$ cat src/rtl/par_addsub_pipe.sv
// Pipelined add/sub/absdiff/satadd with segmented carry chain.
// Valid/ready on both sides; a blocked output stalls every stage.
module par_addsub_pipe #(
  parameter int WIDTH = 8,
  parameter int SEG   = 4
) (
  input  logic             clk,
  input  logic             rst,
  input  logic [WIDTH-1:0] a,
  input  logic [WIDTH-1:0] b,
  input  logic [1:0]       mode,
  input  logic             in_valid,
  output logic             in_ready,
  output logic [WIDTH-1:0] sum,
  output logic             cout,
  output logic             sat,
  output logic             out_valid,
  input  logic             out_ready
);

  localparam int NSEG = WIDTH / SEG;
  localparam int LAST = NSEG - 1;

  logic             w_en;
  logic             w_inv;
  logic [WIDTH-1:0] w_binv;

  logic             r_ov;
  logic [WIDTH-1:0] r_sum;
  logic             r_cout;
  logic             r_sat;

  assign w_en     = !(r_ov && !out_ready);
  assign in_ready = w_en;

  assign w_inv  = (mode == 2'b01) || (mode == 2'b10);
  assign w_binv = w_inv ? ~b : b;

  genvar k;
  for (k = 0; k < NSEG; k++) begin : g_seg
    localparam int RW = WIDTH - k * SEG;

    logic [RW-1:0]        w_pa;
    logic [RW-1:0]        w_pb;
    logic                 w_pc;
    logic                 w_pv;
    logic [1:0]           w_pm;
    logic [SEG:0]         w_add;
    logic [(k+1)*SEG-1:0] w_s;

    logic                 r_v;
    logic                 r_c;
    logic [1:0]           r_m;
    logic [(k+1)*SEG-1:0] r_s;

    if (k == 0) begin : g_src
      assign w_pa = a;
      assign w_pb = w_binv;
      assign w_pc = w_inv;
      assign w_pv = in_valid;
      assign w_pm = mode;
      assign w_s  = w_add[SEG-1:0];
    end else begin : g_src
      assign w_pa = g_seg[k-1].g_skew.r_a;
      assign w_pb = g_seg[k-1].g_skew.r_b;
      assign w_pc = g_seg[k-1].r_c;
      assign w_pv = g_seg[k-1].r_v;
      assign w_pm = g_seg[k-1].r_m;
      assign w_s  = {w_add[SEG-1:0], g_seg[k-1].r_s};
    end

    assign w_add = {1'b0, w_pa[SEG-1:0]}
                 + {1'b0, w_pb[SEG-1:0]}
                 + {{SEG{1'b0}}, w_pc};

    // Resolve this segment and register its carry and partial sum.
    always_ff @(posedge clk) begin
      if (rst) begin
        r_v <= 1'b0;
      end else if (w_en) begin
        r_v <= w_pv;
        r_c <= w_add[SEG];
        r_m <= w_pm;
        r_s <= w_s;
      end
    end

    if (k < NSEG - 1) begin : g_skew
      logic [RW-SEG-1:0] r_a;
      logic [RW-SEG-1:0] r_b;

      // Carry the still-unconsumed operand bits forward.
      always_ff @(posedge clk) begin
        if (w_en) begin
          r_a <= w_pa[RW-1:SEG];
          r_b <= w_pb[RW-1:SEG];
        end
      end
    end
  end

  logic [WIDTH-1:0] w_raw;
  logic [WIDTH-1:0] w_res;
  logic             w_fc;
  logic             w_fv;
  logic             w_sat;
  logic [1:0]       w_fm;

  assign w_raw = g_seg[LAST].r_s;
  assign w_fc  = g_seg[LAST].r_c;
  assign w_fv  = g_seg[LAST].r_v;
  assign w_fm  = g_seg[LAST].r_m;

  // Mode-dependent fix-up: negate absdiff on borrow, clamp satadd.
  always_comb begin
    w_res = w_raw;
    w_sat = 1'b0;
    case (w_fm)
      2'b10: begin
        if (!w_fc) w_res = ~w_raw + 1'b1;
      end
      2'b11: begin
        if (w_fc) begin
          w_res = '1;
          w_sat = 1'b1;
        end
      end
      default: ;
    endcase
  end

  // Output register, held while downstream is not ready.
  always_ff @(posedge clk) begin
    if (rst) begin
      r_ov   <= 1'b0;
      r_sum  <= '0;
      r_cout <= 1'b0;
      r_sat  <= 1'b0;
    end else if (w_en) begin
      r_ov   <= w_fv;
      r_sum  <= w_res;
      r_cout <= w_fc;
      r_sat  <= w_sat;
    end
  end

  assign out_valid = r_ov;
  assign sum       = r_sum;
  assign cout      = r_cout;
  assign sat       = r_sat;

endmodule

$ cat config.mk
export PLATFORM = sky130hd
export DESIGN_NAME = par_addsub_pipe
export DESIGN_NICKNAME = d
export VERILOG_FILES = /design/src/rtl/par_addsub_pipe.sv
export SDC_FILE = /design/constraint.sdc
export NUM_CORES = 1
export LEC_CHECK = 0
export ABC_AREA = 1
export BUFFER_PORTS_ARGS = -buffer_cell sky130_fd_sc_hd__buf_2
export CORE_MARGIN = 2
export CORE_UTILIZATION = 25
export DETAILED_ROUTE_END_ITERATION = 16
export GPL_TIMING_DRIVEN = 1
export SKIP_LAST_GASP = 1
export SLEW_MARGIN = 20
export SYNTH_ARGS = -nofsm -noshare
export SYNTH_HDL_FRONTEND = slang
export SYNTH_SLANG_ARGS = --single-unit
$ cat constraint.sdc
create_clock -name clk -period 1.8 [get_ports clk]
set_input_delay 0.45 -clock clk [delete_from_list [all_inputs] [get_ports clk]]
set_output_delay 0.45 -clock clk [all_outputs]
set_load 0.01 [all_outputs]
==> results.tsv <==
metric	value	unit
ys_top_cells_by_count	edfxtp_1, inv_1, a21oi_1	
synthesis.nets	207	
netlist_area	1837	sq um
die_w	89.72	um
grt_pass1_vias	1190	
setup_violations	0	
synthCells	175	
cp_top_family	flip-flops	
leakage	1.002	nW
utilization	31.61	%
clkSlewWorstSetupHoldPaths	80	ps
clock-sinks	39	
status	completed	
synth.area.top_cells	edfxtp_1, dfxtp_1, a21oi_1	
setup-tns-final	0	ps
cts_tree	yes	
coreArea	7176	sq um
synth_top_area_share	42.51	%
num_rows	31	
postCtsHoldBufs	0	
critPathKind	flop to primary output	
ctsResizeCount	0	
hold_class	input port to flop	
clk_latency	290	ps
grt-ovfl-total	0	
r2r_setup_slack	290	ps
clockBufferDepth	2	
synth_seq_cells	39	
first_iter_violations	52	
drive_gt1_share	25.57	%
synth_edf_count	26	
synth-warning-count	0	
worst-path-buf-inv	3	
peakVddDrop	353.0	uV
nFillCells	745	
crit_chain	inv_1 -> nor2_4 -> inv_1 -> buf_2	
ys_types	24	
cts_setup_buffers	0	
synthToLayoutAreaGrowth	23.50	%
crit_arrival	1150	ps
path_max_fanout	7	
antenna_cells	0	
ios	34	
ant_nets	0	
htreeDepth	2	
tightest_slew	261.0	ps
post-place-ws	-104.6	ps
maxSlewViolCount	0	
post-synth-top-count-cell	edfxtp_1	
hold_viol	0	
max_cap_violations	0	
io_buffer_count	33	
endpoint_kind	primary output	
start_util	25.60	%
gr-usage-all-layers	8.198	%
grt_max_degree	19	
hold_ws	327.6	ps
cpMostUsedCell	inv_1	
rsz0062_at_grt	false	
drc	0	
dp_hpwl	2491	um
cp_data_required_time	1350	ps
finalWeightedCongestion	0.8305	
synth_area_leader_cell	edfxtp_1	
setup_slack	200.7	ps
drt-total-wl	3177	um
relSlewSlack	82.58	%
viasPerCell	4.003	
synth-async-reset-ratio	0	%
firstDrtPassIters	4	
die-height	89.72	um
cts_buffers	5	
min_period	1599	ps
antenna_found_initial	0	
die-area	8049	sq um
finalClockSkew	3.278	ps
yosysSeqAreaShare	56.68	%
slowest_delay	340	ps
post-place-cells	310	
num_vias	1273	
wire_per_inst	9.991	um
final_cell_count_no_fill	318	
synthFlopType	edfxtp_1	
slowest_stage	dfxtp_1	
clockRootBuffer	clkbuf_8	
max_freq	625.3	MHz
fin_crit_sh	88.85	%
power_density	1012	nW/um^2
grt_pass1_wl	5375	um
cp-start-kind	flop	
avgSynthCellArea	10.50	sq um
nets	250	
metrics by stage:
step	power (mW)	instance area [sq um]
global route	2.426	2268
CTS	2.331	2268
floorplan	1.443	1839
finish	2.295	2268
global placement	1.569	2153
detailed placement	1.580	2153
worst paths after layout:
check / start / endpoint / depth (start not counted)
worst min-delay path: a[7] / g_seg[0].g_skew.r_a[3]$_DFFE_PN_ / 1
worst max-delay path: out_valid$_SDFFE_PP0N_ / in_ready / 4
worst max register to register: g_seg[0].r_c$_DFFE_PP_ / g_seg[1].r_s[5]$_DFFE_PP_ / 4
worst min register to register: g_seg[0].r_m[0]$_DFFE_PP_ / g_seg[1].r_m[0]$_DFFE_PP_ / 0
flip-flops by register name, indices dropped and copies added (netlist names), 2 cells and up:
signal / count
g_seg.r_v: 2
g_seg.g_skew.r_a: 4
g_seg.r_s: 12
g_seg.r_c: 2
g_seg.g_skew.r_b: 4
g_seg.r_m: 4
sum: 8
routing by layer:
metal  track usage (%)  vias up  share of wire [%]
met5                 0        -                  0
met4             3.077        0               0.13
met3             3.185        2                6.1
met2             12.44       34                 45
met1             10.62      564                 49
li1                  -      673                  -
layout by cell type (no fill, tap or decap):
master / instances
a21oi_1: 23
a31oi_1: 1
buf_2: 33
buf_4: 6
bufinv_16: 1
clkbuf_8: 5
clkinvlp_4: 1
dfxtp_1: 13
edfxtp_1: 26
fa_1: 3
ha_1: 7
inv_1: 24
inv_6: 1
nand2_1: 21
nand2_2: 3
nand2_4: 1
nand3_1: 13
nor2_1: 6
nor2_2: 3
nor2_4: 1
nor3_1: 1
o21ai_0: 9
o21ai_1: 1
o21ai_2: 1
o22ai_1: 1
xnor2_1: 5
xor2_1: 9
worst reg2reg max path, delay by kind of cell, from the launching register on:
kind	cells	cell delay, ps
DFF	1	400
buffers and inverters	2	140
adders and majority gates	2	850
layout make-up:
cell class                      instances  area (sq um)  share of cell area, %
Clock buffer                            5         68.82                  3.034
Clock inverter                          3         46.29                  2.041
Timing Repair Buffer                   39         210.2                  9.266
Multi-Input combinational cell        109         688.2                  30.34
Tap cell                               99         123.9                  5.461
Inverter                               24         90.09                  3.971
Sequential cell                        39          1041                  45.89
report_power, final:
part,total [mW],switching [mW],leakage [nW],internal [mW]
Combinational,0.407,0.229,0.579,0.178
Clock,0.740,0.323,0.0548,0.417
Sequential,1.15,0.0519,0.368,1.10
logic make-up after synthesis:
family | after synthesis | share of synthesized area (%)
DFF | 39 | 56.68
buffers and inverters | 27 | 5.994
and+or+nand+nor | 49 | 12.47
xor gates and xnor gates | 14 | 6.676
AOI/OAI and AO/OA | 36 | 10.15
adders and majority gates | 10 | 8.038
(Power assumes the default switching activity.)
